## src/rtl/fill_pkg.sv

```systemverilog
// Shared fill definitions: widths, header bit offsets and one-hot state encoding.
// Also consumed by the fill reader, which unpacks the header with the same offsets.
package fill_pkg;

  localparam int unsigned ADDR_W     = 23;
  localparam int unsigned CNT_W      = 24;
  localparam int unsigned DROP_CNT_W = 16;
  localparam int unsigned TS_W       = 28;
  localparam int unsigned DATA_W     = 128;
  localparam int unsigned HDR_W      = 152;

  // Header layout: {cnt, timestamp, cnt, start_addr, 29'b0, fill number}
  localparam int unsigned CNT_LSB     = 128;
  localparam int unsigned TS_LSB      = 100;
  localparam int unsigned CNT2_LSB    = 76;
  localparam int unsigned ADDR_LSB    = 53;
  localparam int unsigned FILLNUM_LSB = 0;

  // One-hot state bit positions
  localparam int unsigned ST_IDLE     = 0;
  localparam int unsigned ST_LATCH    = 1;
  localparam int unsigned ST_WRITE    = 2;
  localparam int unsigned ST_DRAIN    = 3;
  localparam int unsigned ST_PUSH_HDR = 4;
  localparam int unsigned ST_DONE     = 5;
  localparam int unsigned NUM_STATES  = 6;

  typedef enum logic [NUM_STATES-1:0] {
    S_IDLE     = NUM_STATES'(1 << ST_IDLE),
    S_LATCH    = NUM_STATES'(1 << ST_LATCH),
    S_WRITE    = NUM_STATES'(1 << ST_WRITE),
    S_DRAIN    = NUM_STATES'(1 << ST_DRAIN),
    S_PUSH_HDR = NUM_STATES'(1 << ST_PUSH_HDR),
    S_DONE     = NUM_STATES'(1 << ST_DONE)
  } state_e;

  // Fields latched per fill that make up the header
  typedef struct packed {
    logic [CNT_W-1:0]  cnt;
    logic [TS_W-1:0]   ts;
    logic [ADDR_W-1:0] start_addr;
    logic [CNT_W-1:0]  fill_num;
  } hdr_fields_t;

endpackage

```

## src/rtl/fill_hdr_pack.sv

```systemverilog
// Combinational fill header assembly from the latched per-fill fields.
module fill_hdr_pack
  import fill_pkg::*;
(
  input  hdr_fields_t        fields_i,
  output logic [HDR_W-1:0]   hdr_o
);

  // Place each field at its fixed offset; unused span [52:24] stays zero
  always_comb begin
    hdr_o = '0;
    hdr_o[CNT_LSB     +: CNT_W]  = fields_i.cnt;
    hdr_o[TS_LSB      +: TS_W]   = fields_i.ts;
    hdr_o[CNT2_LSB    +: CNT_W]  = fields_i.cnt;
    hdr_o[ADDR_LSB    +: ADDR_W] = fields_i.start_addr;
    hdr_o[FILLNUM_LSB +: CNT_W]  = fields_i.fill_num;
  end

endmodule

```

## src/rtl/fill_wr_sm.sv

```systemverilog
// Fill writer: on a trigger, streams a fixed number of ADC bursts into DDR3 at
// consecutive (wrapping) addresses, then pushes one fill header into the header FIFO.
// Optional feature macro: FILL_TIMESTAMP_EN (free-running cycle counter sampled
// into header[127:100] on each accepted trigger).
module fill_wr_sm
  import fill_pkg::*;
(
  input  logic                  clk,
  input  logic                  reset,
  input  logic                  enable,
  input  logic                  trig,
  input  logic [CNT_W-1:0]      trig_num,
  input  logic [CNT_W-1:0]      burst_cnt_cfg,
  input  logic [DATA_W-1:0]     adc_data,
  input  logic                  adc_valid,
  output logic                  adc_ready,
  output logic [ADDR_W-1:0]     ddr3_wr_addr,
  output logic [DATA_W-1:0]     ddr3_wr_data,
  output logic                  ddr3_wr_valid,
  input  logic                  ddr3_wr_ready,
  input  logic                  fill_header_fifo_full,
  output logic                  fill_header_fifo_wr_en,
  output logic [HDR_W-1:0]      fill_header_fifo_in,
  output logic                  busy,
  output logic [DROP_CNT_W-1:0] trig_dropped_cnt
);

  state_e                  state_q, state_d;
  logic [CNT_W-1:0]        cnt_q;
  logic [CNT_W-1:0]        acc_q;
  logic [CNT_W-1:0]        fillnum_q;
  logic [ADDR_W-1:0]       start_q;
  logic [ADDR_W-1:0]       next_addr_q;
  logic [ADDR_W-1:0]       wr_addr_q;
  logic [DATA_W-1:0]       wr_data_q;
  logic                    wr_valid_q;
  logic [DROP_CNT_W-1:0]   drop_q;
  logic [TS_W-1:0]         ts_hdr;
  logic [HDR_W-1:0]        hdr;
  logic [ADDR_W-1:0]       beat_addr;
  hdr_fields_t             hdr_fields;
  logic                    trig_acc;
  logic                    beat_acc;
  logic                    ddr_acc;
  logic                    push;

  // Handshake qualifiers shared by the FSM and the datapath
  always_comb begin
    trig_acc  = trig && enable && (state_q == S_IDLE);
    adc_ready = enable && (state_q == S_WRITE) &&
                (!wr_valid_q || ddr3_wr_ready) && (acc_q < cnt_q);
    beat_acc  = adc_valid && adc_ready;
    ddr_acc   = wr_valid_q && ddr3_wr_ready;
    push      = enable && (state_q == S_PUSH_HDR) && !fill_header_fifo_full;
    beat_addr = start_q + ADDR_W'(acc_q);
  end

  // State register
  always_ff @(posedge clk) begin
    if (reset) state_q <= S_IDLE;
    else       state_q <= state_d;
  end

  // Next-state logic; enable low forces IDLE on the next cycle
  always_comb begin
    state_d = state_q;
    unique case (state_q)
      S_IDLE:     if (trig_acc) state_d = S_LATCH;
      S_LATCH:    state_d = (cnt_q == '0) ? S_PUSH_HDR : S_WRITE;
      S_WRITE:    if (acc_q == cnt_q) state_d = S_DRAIN;
      S_DRAIN:    if (!wr_valid_q || ddr3_wr_ready) state_d = S_PUSH_HDR;
      S_PUSH_HDR: if (!fill_header_fifo_full) state_d = S_DONE;
      S_DONE:     state_d = S_IDLE;
      default:    state_d = S_IDLE;
    endcase
    if (!enable) state_d = S_IDLE;
  end

  // Per-fill latches and the DDR3 write holding register
  always_ff @(posedge clk) begin
    if (reset) begin
      cnt_q       <= '0;
      acc_q       <= '0;
      fillnum_q   <= '0;
      start_q     <= '0;
      next_addr_q <= '0;
      wr_addr_q   <= '0;
      wr_data_q   <= '0;
      wr_valid_q  <= 1'b0;
    end else if (!enable) begin
      // Abort drops any pending write; next_addr_q survives
      acc_q       <= '0;
      wr_addr_q   <= '0;
      wr_data_q   <= '0;
      wr_valid_q  <= 1'b0;
    end else begin
      if (trig_acc) begin
        fillnum_q <= trig_num;
        cnt_q     <= burst_cnt_cfg;
        start_q   <= next_addr_q;
        acc_q     <= '0;
      end
      if (beat_acc) begin
        wr_data_q   <= adc_data;
        wr_addr_q   <= beat_addr;
        wr_valid_q  <= 1'b1;
        acc_q       <= acc_q + CNT_W'(1);
        next_addr_q <= beat_addr + ADDR_W'(1);
      end else if (ddr_acc) begin
        wr_valid_q  <= 1'b0;
      end
      if (state_q == S_DONE) begin
        next_addr_q <= start_q + ADDR_W'(cnt_q);
      end
    end
  end

  // Saturating count of triggers that could not start a fill
  always_ff @(posedge clk) begin
    if (reset) begin
      drop_q <= '0;
    end else if (trig && !trig_acc && (drop_q != {DROP_CNT_W{1'b1}})) begin
      drop_q <= drop_q + DROP_CNT_W'(1);
    end
  end

`ifdef FILL_TIMESTAMP_EN
  logic [TS_W-1:0] ts_cnt_q;
  logic [TS_W-1:0] ts_lat_q;

  // Free-running cycle counter, sampled when a fill starts
  always_ff @(posedge clk) begin
    if (reset) begin
      ts_cnt_q <= '0;
      ts_lat_q <= '0;
    end else begin
      ts_cnt_q <= ts_cnt_q + TS_W'(1);
      if (trig_acc) ts_lat_q <= ts_cnt_q;
    end
  end

  assign ts_hdr = ts_lat_q;
`else
  assign ts_hdr = '0;
`endif

  // Header fields and assembly
  always_comb begin
    hdr_fields.cnt        = cnt_q;
    hdr_fields.ts         = ts_hdr;
    hdr_fields.start_addr = start_q;
    hdr_fields.fill_num   = fillnum_q;
  end

  fill_hdr_pack u_hdr_pack (
    .fields_i (hdr_fields),
    .hdr_o    (hdr)
  );

  // Output drive; header bus is zero except during the push cycle
  always_comb begin
    ddr3_wr_addr           = wr_addr_q;
    ddr3_wr_data           = wr_data_q;
    ddr3_wr_valid          = wr_valid_q;
    fill_header_fifo_wr_en = push;
    fill_header_fifo_in    = push ? hdr : '0;
    busy                   = (state_q != S_IDLE);
    trig_dropped_cnt       = drop_q;
  end

endmodule

```

## config.mk

```make
export PLATFORM = sky130hd
export DESIGN_NAME = fill_wr_sm
export DESIGN_NICKNAME = d
export VERILOG_FILES = /design/src/rtl/fill_pkg.sv /design/src/rtl/fill_hdr_pack.sv /design/src/rtl/fill_wr_sm.sv
export SDC_FILE = /design/constraint.sdc
export NUM_CORES = 1
export LEC_CHECK = 0
export BUFFER_PORTS_ARGS = -buffer_cell sky130_fd_sc_hd__clkbuf_2
export CAP_MARGIN = 20
export CORE_AREA = 4 4 192 194
export DETAILED_ROUTE_END_ITERATION = 10
export DIE_AREA = 0 0 196 198
export GPL_TIMING_DRIVEN = 0
export PLACE_DENSITY = 0.79
export SLEW_MARGIN = 20
export SYNTH_ARGS = -nofsm -noshare
export SYNTH_HDL_FRONTEND = slang
export SYNTH_SLANG_ARGS = --single-unit
```

## constraint.sdc

```tcl
create_clock -name clk -period 3.59 [get_ports clk]
set_input_delay 0.359 -clock clk [delete_from_list [all_inputs] [get_ports clk]]
set_output_delay 0.359 -clock clk [all_outputs]
set_load 0.05 [all_outputs]
```

==> results of run 1 <==
==> placed cells by master (no fill, tap or decap), drive strengths merged, types with 17 or more instances in the layout <==
master,instances
clkbuf,589
nand2,506
a21oi,297
dfxtp,292
buf,103
nor2,82
and2,79
ha,71
conb,57
inv,53
o21ai,49
xnor2,40
nand3,35
nor3,28
xor2,27
nand4,25
a211oi,23
and3,21
o211ai,19
or3,17
==> worst min path at each step <==
stage	from	endpoint	slack, ns	cells after the start
finish	fill_header_fifo_full	state_q[5]$_SDFFE_PP0P_	0.05	2
global route	adc_data[103]	ddr3_wr_data[103]$_SDFFE_PP0P_	0.05	3
CTS	trig_num[20]	fillnum_q[20]$_SDFFE_PP0P_	0.04	3
detailed placement	fillnum_q[14]$_SDFFE_PP0P_	fillnum_q[14]$_SDFFE_PP0P_	0.44	2
global placement	next_addr_q[3]$_SDFFE_PP0P_	start_q[3]$_SDFFE_PP0P_	0.44	2
floorplan	next_addr_q[18]$_SDFFE_PP0P_	start_q[18]$_SDFFE_PP0P_	0.43	2
==> what timing repair did <==
| action | CTS | global route |
|---|---|---|
| gates resized for setup | 15 | 56 |
| setup endpoints to repair | 178 | 97 |
| hold buffers | 0 | 0 |
| buffers inserted | 2 | 5 |
| pin swaps | 2 | 8 |
| endpoints found under the hold margin | 0 | 0 |
==> sequential cells by signal, summed over array words and instances (netlist names) <==
| signal | count |
|---|---|
| cnt_q | 24 |
| state_q | 6 |
| acc_q | 24 |
| trig_dropped_cnt | 16 |
| ddr3_wr_valid | 1 |
| next_addr_q | 23 |
| ddr3_wr_addr | 23 |
| fillnum_q | 24 |
| start_q | 23 |
| ddr3_wr_data | 128 |
==> through the flow <==
step	std cells	power, mW
after floorplan	2074	3.751
after global placement	2983	3.966
after detailed placement	2983	3.971
after CTS	3047	7.650
after global routing	3052	7.808
final	3052	7.608
==> layout make-up <==
type,count,area share
multi-input cells,1538,0.4386
repair buffers,455,0.1148
clock inverters,15,0.009579
clock buffers,47,0.05071
inverters,53,0.009954
plain buffers,191,0.05478
well taps,461,0.02886
flip-flops and latches,292,0.2927
==> power by group <==
part / total (mW) / internal, mW / switching [mW]
clock network: 3.70 / 2.27 / 1.42
logic: 0.603 / 0.199 / 0.404
registers: 3.31 / 3.27 / 0.0389
total: 7.61 / 5.74 / 1.86
==> routing by layer <==
layer | wire, um | up-vias
met5 | 0 | -
met2 | 27620 | 727
met3 | 4935 | 128
met1 | 21800 | 7448
li1 | - | 7838
met4 | 2860 | 0
==> worst max-delay path, delay by kind of cell (launching register included) <==
kind / cells / cell delay, ns
and+or+nand+nor: 1 / 0.20
AOI/OAI and AO/OA: 6 / 1.86
xor gates and xnor gates: 1 / 0.31
DFF: 1 / 0.45
muxes: 1 / 0.23
adders and majority gates: 1 / 0.30
==> logic make-up (layout without fill, tap and decap cells) <==
family	count (synthesis)	count (layout)	share of synthesized area
fa+ha+maj	73	73	0.05983
xor+xnor	67	67	0.03879
simple gates	862	862	0.2541
flops	292	292	0.3767
other cells	1	57	0.0002417
mux	8	8	0.005644
buf+inv	244	761	0.08136
compound gates	471	471	0.1833
==> qor.yml, run 1 <==
status: "finished clean"
seq_area_frac_synth: 0.3767
cpMaxStageDelayCell: "o2111ai_1"
skew_ns: 0.01240
cts_root_buf: "clkbuf_16"
reg2reg_from: "acc_q[1]$_SDFFE_PP0P_"
final-hold-violation-count: 0
cp_max_fo: 6
setup_slack_ns: 0.1206
die_h_um: 198
hpwl_mm: 45.83
power.density_nw_per_um2: 380.7
synth-async-reset-ratio: 0
ant_nets: 0
tns_ns: 0
avgSynthCellArea_um2: 7.689
clk_latency_ns: 0.53
synth_largest_area_cell: "dfxtp_1"
maxCapViolations: 0
slew_violations: 0
initial_utilization: 0.4405
fillers: 3310
use_met3: 0.05904
drive_above_1_share: 0.2671
die_w_um: 196
overflow: 0
critical_path_arrival_ns: 3.87
cp.required_ns: 3.99
routedWlPerCell_um: 18.75
rsz0062_at_grt: "no"
start_kind: "register"
synth_seq_cells: 292
setup_viol: 0
syn_inst: 2018
avgViaCountPerCell: 5.289
fin_area_um2: 19990
cts-htree-levels: 2
regArea_um2: 5849
critPathKind: "reg2reg"
drt_iter0_drc: 1009
die-area_um2: 38810
antenna_found_initial: 0
ys.flop_type: "dfxtp_1"
ios: 506
place_congestion: 0.9582
cts_inserted_buffers: 34
holdWs_ns: 0.05132
yosys-top-cells-area: "dfxtp_1 (38%), nand2_1 (12%), a21oi_1 (9.5%)"
pre_cts_slack_ns: -0.5063
multi_input_area_um2: 8766
synth_area_um2: 15520
core.rowCount: 69
grt_pass1_vias: 15240
clkTransAtPathRegs_ns: 0.07
cts_sinks: 292
grt_use_total: 0.2758
synth_edf_count: 0
hold_class: "in2reg"
reg2reg_slack_ns: 0.12
endpoint: "next_addr_q[21]$_SDFFE_PP0P_"
cts_tree: "done"
fmax_mhz: 288.2
dpl_cell_area_um2: 18550
r2r_cells: 10
grt_max_degree: 14
use_met1: 0.3230
leakagePower_nw: 8.585
crit_top_cell: "a211oi_2"
relSlewSlack: 0.3921
r2r-end: "next_addr_q[21]$_SDFFE_PP0P_"
synth.top_cell.area_share: 0.3767
grt_pass1_wl_mm: 85.02
worst_path_largest_cell_delay_ns: 0.52
yosys_warnings: 0
fin_crit_ns: 3.469
vias: 16140
synthDistinctLibCells: 91
worst_slew_pin_slew_ns: 0.9095
coreArea_um2: 35220
num_antenna_cells: 0
numPortBuffers: 448
synthTopCellsByCount: "nand2_1 (506), a21oi_1 (296), dfxtp_1 (292), clkbuf_1 (94), buf_4 (86)"
ir_drop_uv: 369.9
drc_errors: 0
synth_most_common_cell: "nand2_1"
finalCritPeriodShare: 0.9664
grtUsageMet2: 0.4871
wl_mm: 57.21
startpoint: "acc_q[1]$_SDFFE_PP0P_"
timing.critical_path.cells: "ha_1 > a211oi_2 > o211ai_1 > o2111ai_1 > a22oi_2 > mux2i_1 > a211oi_1 > nand4_1 > xor2_1 > a211oi_2"
drtPass1Iterations: 5
cts_buffer_depth: 3
syn2layout_area_growth_pct: 28.80
final_util: 0.5674
final_nets: 2821
cp-end-kind: "register"
busiest_layer: "met2"
No activity file was read; power rests on OpenSTA's default activity.
==> run 2: changes to the inputs <==
--- a/config.mk
+++ b/config.mk
@@ -7,11 +7,13 @@
 export LEC_CHECK = 0
 export BUFFER_PORTS_ARGS = -buffer_cell sky130_fd_sc_hd__clkbuf_2
 export CAP_MARGIN = 20
-export CORE_AREA = 4 4 192 194
+export CELL_PAD_IN_SITES_DETAIL_PLACEMENT = 1
+export CELL_PAD_IN_SITES_GLOBAL_PLACEMENT = 1
+export CORE_MARGIN = 4
+export CORE_UTILIZATION = 37
 export DETAILED_ROUTE_END_ITERATION = 10
-export DIE_AREA = 0 0 196 198
 export GPL_TIMING_DRIVEN = 0
-export PLACE_DENSITY = 0.79
+export PLACE_DENSITY = 0.9
 export SLEW_MARGIN = 20
 export SYNTH_ARGS = -nofsm -noshare
 export SYNTH_HDL_FRONTEND = slang
==> qor.yml, run 2 (synthesis results as in run 1) <==
status: "finished clean"
start_kind: "register"
cts_buffer_depth: 3  # unchanged
ios: 506  # unchanged
cts_root_buf: "clkbuf_16"
cts_sinks: 292  # unchanged
avgViaCountPerCell: 5.431  # +2.7%
tns_ns: 0  # unchanged
wl_mm: 68.00  # +19%
leakagePower_nw: 8.626  # +0.48%
timing.critical_path.cells: "ha_2 > inv_1 > fa_1 > nand2b_4 > a2111oi_4 > buf_4 > nor2_1 > nor3_2 > o31a_2 > nand3_2 > o41a_2 > o21ai_2 > a31oi_1"
use_met3: 0.08037  # +0.02133
place_congestion: 0.9149  # -4.5%
cp_max_fo: 5  # -1
finalCritPeriodShare: 0.9766  # +0.01017
cts-htree-levels: 2  # unchanged
syn2layout_area_growth_pct: 29.86
min_from: "burst_cnt_cfg[5]"
cpMaxStageDelayCell: "o41a_2"
reg2reg_slack_ns: 0.08  # -0.04 ns
final_nets: 2825  # +0.14%
worst_slew_pin_slew_ns: 0.9248  # +0.01531 ns
drive_above_1_share: 0.2693  # +0.002212
routedWlPerCell_um: 21.74  # +16%
largest_reg_flops: 128  # unchanged
rsz0062_at_grt: "yes"
r2r_cells: 13  # +3
core.rowCount: 74  # +7.2%
ir_drop_uv: 253.6  # -31%
cts_tree: "done"
path_delay_family: "compound AO/OA/AOI/OAI gates"
slew_violations: 0  # unchanged
antenna_found_initial: 5  # +5
grt_max_degree: 13  # -1
fillers: 5211  # +57%
relSlewSlack: 0.3819  # -0.01023
overflow: 0  # unchanged
reg2reg_from: "acc_q[0]$_SDFFE_PP0P_"
mostFrequentLayoutCells: "nand2_1 (506), clkbuf_2 (465), a21oi_1 (292)"
drt_iter0_drc: 975  # -3.4%
fin_area_um2: 20150  # +0.82%
power.density_nw_per_um2: 382.8  # +0.55%
path_buf_inv: 2  # +2
numPortBuffers: 448  # unchanged
setup_viol: 0  # unchanged
hold_class: "in2reg"
grt_use_total: 0.2838  # +0.007914
coreArea_um2: 41110  # +17%
initial_utilization: 0.3774  # -0.06307
final_util: 0.4901  # -0.07725
vias: 16990  # +5.2%
hpwl_mm: 52.34  # +14%
hold_path_depth: 3  # +1
setup_slack_ns: 0.08406  # -0.03652 ns
grt_pass1_vias: 17630  # +16%
final-hold-violation-count: 0  # unchanged
r2r-end: "next_addr_q[16]$_SDFFE_PP0P_"
cts_inserted_buffers: 36  # +5.9%
use_met1: 0.3271  # +0.004145
pre_cts_slack_ns: -0.5350  # -0.02863 ns
maxCapViolations: 0  # unchanged
ctsHoldBuffers: 0  # unchanged
skew_ns: 0.02739  # +0.01499 ns
hold_end: "cnt_q[5]$_SDFFE_PP0P_"
clk_latency_ns: 0.56  # +0.03 ns
die_w_um: 212.8  # +8.6%
clkTransAtPathRegs_ns: 0.06  # about the same
fmax_mhz: 285.2  # -1.0%
grtUsageMet2: 0.4893  # +0.002261
critical_path_arrival_ns: 3.92  # +0.05 ns
grt_pass1_wl_mm: 101.0  # +19%
worst_path_largest_cell_delay_ns: 0.46  # -0.06 ns
cp-end-kind: "register"
final_common_cell: "nand2_1"
die-area_um2: 45280  # +17%
cp.required_ns: 4.00  # about the same
critPathKind: "reg2reg"
busiest_layer: "met2"
fin_crit_ns: 3.506  # +0.03652 ns
drtPass1Iterations: 8  # +3
holdWs_ns: 0.02232  # -0.02900 ns
drc_errors: 0  # unchanged
dpl_cell_area_um2: 18640  # +0.48%
die_h_um: 212.8  # +7.5%
ant_nets: 0  # unchanged
-- run 2: cell count changes in the layout (fill, tap and decap cells not counted), moves of 3 or more --
cell / delta
clkbuf_2: -4
diode_2: +4
clkbuf_8: +3
inv_6: +3
-- run 2: tightest hold or removal path, stage by stage --
cell and delay (ns):
clkbuf_2 0.08, nand2_1 0.05, a21oi_1 0.05
-- run 2: area by class of cell --
class	instances	area (um2)	area share
multi-input cells	1538	8818	0.4377
flip-flops and latches	292	5854	0.2905
repair buffers	457	2310	0.1146
plain buffers	191	1087	0.05396
clock buffers	49	1051	0.05216
well taps	532	665.6	0.03304
inverters	53	198.9	0.009873
clock inverters	12	153.9	0.007638
diodes	4	10.01	0.0004968
-- run 2: worst max-delay path by stage --
stage,from,endpoint,slack [ns],cells past startpoint
floorplan,acc_q[0]$_SDFFE_PP0P_,next_addr_q[22]$_SDFFE_PP0P_,0.38,12
global placement,acc_q[0]$_SDFFE_PP0P_,next_addr_q[21]$_SDFFE_PP0P_,-0.46,12
detailed placement,acc_q[0]$_SDFFE_PP0P_,next_addr_q[21]$_SDFFE_PP0P_,-0.53,12
CTS,acc_q[0]$_SDFFE_PP0P_,next_addr_q[22]$_SDFFE_PP0P_,0.003,13
global route,acc_q[2]$_SDFFE_PP0P_,next_addr_q[16]$_SDFFE_PP0P_,-0.05,10
finish,acc_q[0]$_SDFFE_PP0P_,next_addr_q[16]$_SDFFE_PP0P_,0.08,13
-- run 2: stage by stage --
stage / std cells / power (mW)
2_1_floorplan: 2074 / 3.751
3_3_place_gp: 3054 / 3.965
3_5_place_dp: 3054 / 3.985
4_1_cts: 3120 / 7.748
5_1_grt: 3128 / 7.947
6_report: 3128 / 7.712
-- run 2: layer usage --
metal | vias to the layer above | wire length, um
met5 | - | 7
met4 | 2 | 3439
met3 | 196 | 5756
met2 | 727 | 32710
met1 | 8212 | 26090
li1 | 7851 | -
-- run 2: power by group --
| part | switching, mW | internal, mW |
|---|---|---|
| sequential | 0.0406 | 3.27 |
| clock | 1.51 | 2.27 |
| combinational | 0.426 | 0.202 |
| total | 1.97 | 5.74 |
-- run 2: timing repair --
action	4_1_cts	5_1_grt
pin swaps	7	5
setup buffers	5	4
gates resized for setup	18	59
endpoints found under the hold margin	0	0
endpoints found under the setup margin	159	177
==> run 3: changes to the inputs <==
--- a/config.mk
+++ b/config.mk
@@ -9,7 +9,7 @@
 export CAP_MARGIN = 20
 export CELL_PAD_IN_SITES_DETAIL_PLACEMENT = 1
 export CELL_PAD_IN_SITES_GLOBAL_PLACEMENT = 1
-export CORE_MARGIN = 4
+export CORE_MARGIN = 5
 export CORE_UTILIZATION = 37
 export DETAILED_ROUTE_END_ITERATION = 10
 export GPL_TIMING_DRIVEN = 0
==> qor.yml, run 3 (synthesis results as in run 1) <==
critical_path_arrival_ns: 4.01  # +0.09 ns
cts_sinks: 292  # unchanged
p_int_mw: 5.719  # -0.37%
hpwl_mm: 52.36  # about the same
holdWs_ns: 0.01817  # -0.004156 ns
wl_mm: 66.26  # -2.6%
grt_use_total: 0.2714  # -0.01231
drive_above_1_share: 0.2693  # about the same
leakagePower_nw: 8.611  # -0.17%
die_w_um: 214.8  # +0.94%
slew_violations: 0  # unchanged
clk_latency_ns: 0.56  # about the same
pre_cts_slack_ns: -0.6257  # -0.09069 ns
clkTransAtPathRegs_ns: 0.06  # about the same
rsz0062_at_grt: "yes"
pwr-share-seq: 0.430  # about the same
initial_utilization: 0.3716  # -0.005869
p_total_mw: 7.701  # -0.15%
fillers: 5315  # +2.0%
ctsHoldBuffers: 0  # unchanged
maxCapViolations: 0  # unchanged
multi_input_area_um2: 8780  # -0.44%
vias: 16760  # -1.3%
clock_power_share: 0.489  # about the same
coreArea_um2: 41760  # +1.6%
avgViaCountPerCell: 5.346  # -1.6%
drc_errors: 0  # unchanged
place_congestion: 0.9311  # +1.8%
final_common_cell: "nand2_1"
worst_path_largest_cell_delay_ns: 0.47  # about the same
ant_nets: 0  # unchanged
reg2reg_slack_ns: 0.03  # -0.05 ns
core.rowCount: 75  # +1.4%
antenna_found_initial: 1  # -4
cts_tree: "done"
cp.required_ns: 4.04  # +0.04 ns
dp.cells: 3062  # +0.26%
tns_ns: 0  # unchanged
cts_root_buf: "clkbuf_16"
use_met1: 0.3204  # -0.006720
start_kind: "register"
regArea_um2: 5853  # about the same
final_nets: 2826  # +0.035%
swShare: 0.2574  # +0.001681
relSlewSlack: 0.3907  # +0.008774
grtUsageMet2: 0.4819  # -0.007412
startpoint: "cnt_q[22]$_SDFFE_PP0P_"
finalCritPeriodShare: 0.9913  # +0.01471
setup_viol: 0  # unchanged
hold_class: "in2reg"
timing.critical_path.cells: "inv_1 > ha_1 > nand4_1 > or2_2 > nor3_2 > o31ai_1 > and3_1 > clkbuf_1 > o21ai_2 > nor2_1 > a311o_1 > a211oi_2"
cts_buffer_depth: 3  # unchanged
grt_pass1_wl_mm: 100.9  # about the same
final-hold-violation-count: 0  # unchanged
cp_max_fo: 7  # +2
use_met3: 0.07050  # -0.009866
p_switching_mw: 1.982  # +0.51%
die_h_um: 214.8  # +0.94%
skew_ns: 0.02022  # -0.007174 ns
comb_power_share: 0.081  # about the same
cp-end-kind: "register"
busiest_layer: "met2"
power.density_nw_per_um2: 382.4  # about the same
min_from: "burst_cnt_cfg[23]"
fin_crit_ns: 3.559  # +0.05280 ns
syn2layout_area_growth_pct: 29.79  # about the same
critPathKind: "reg2reg"
cts_inserted_buffers: 36  # unchanged
drtPass1Iterations: 7  # -1
die-area_um2: 46130  # +1.9%
overflow: 0  # unchanged
grt_max_degree: 14  # +1
drt_iter0_drc: 1185  # +22%
grt_pass1_vias: 17520  # -0.64%
numPortBuffers: 448  # unchanged
setup_slack_ns: 0.03126  # -0.05280 ns
cpMaxStageDelayCell: "dfxtp_1"
ios: 506  # unchanged
status: "finished clean"
largest_reg_flops: 128  # unchanged
worst_slew_pin_slew_ns: 0.9056  # -0.01918 ns
fin_cells: 3136  # +0.26%
reg2reg_from: "cnt_q[22]$_SDFFE_PP0P_"
cts-htree-levels: 2  # unchanged
ir_drop_uv: 295.1  # +16%
fmax_mhz: 281.0  # -1.5%
mostFrequentLayoutCells: "nand2_1 (506), clkbuf_2 (469), a21oi_1 (292)"
routedWlPerCell_um: 21.13  # -2.8%
[run 3: cell count changes in the layout (fill, tap and decap cells not counted), sizes merged]
| cell | before | now |
|---|---|---|
| clkbuf | 589 | 592 |
| diode | 4 | 1 |
| clkinvlp | 0 | 2 |
| buf | 107 | 106 |
| clkinv | 6 | 7 |
| inv | 56 | 55 |
[run 3: critical path: cells and delay by family, from the launching register on]
family,cells,cell delay [ns]
compound gates,4,1.14
buf+inv,2,0.28
fa+ha+maj,1,0.31
simple gates,5,1.27
flops,1,0.47
[run 3: what timing repair did]
item,4_1_cts,5_1_grt
pin swaps,8,8
endpoints found under the setup margin,187,173
buffers inserted,5,4
cloned,0,0
gates resized for setup,23,54
[run 3: power by group through the flow]
| stage | logic, mW | clock network, mW | registers [mW] |
|---|---|---|---|
| floorplan | 0.381 | 0 | 3.37 |
| global placement | 0.591 | 0 | 3.38 |
| detailed placement | 0.606 | 0 | 3.38 |
| CTS | 0.616 | 3.82 | 3.31 |
| global route | 0.666 | 3.95 | 3.31 |
| finish | 0.623 | 3.77 | 3.31 |
[run 3: layer usage]
layer	up-vias	routed length [um]
met5	-	0
met4	0	2089
met3	119	5083
met2	678	32630
met1	8117	26460
li1	7850	-
[run 3: final timing paths]
check                                         to  cells after the start
hold reg to reg   ddr3_wr_data[106]$_SDFFE_PP0P_                      2
setup / recovery    next_addr_q[22]$_SDFFE_PP0P_                     12
setup reg to reg    next_addr_q[22]$_SDFFE_PP0P_                     12
hold / removal            cnt_q[23]$_SDFFE_PP0P_                      3
[run 3: cell type report]
cell class | instances | share of cell area
Multi-Input combinational cell | 1538 | 0.4360
Sequential cell | 292 | 0.2906
Timing Repair Buffer | 458 | 0.1151
Buffer | 191 | 0.05436
Clock buffer | 50 | 0.05132
Tap cell | 539 | 0.03349
Inverter | 53 | 0.009879
Clock inverter | 14 | 0.009133
Antenna cell | 1 | 0.0001243
[run 3: metrics by stage]
step	cell area, um2	util
floorplan	15730	-
global placement	18640	0.4464
detailed placement	18660	0.4467
CTS	19990	0.4787
global route	20140	0.4822
finish	20140	0.4822
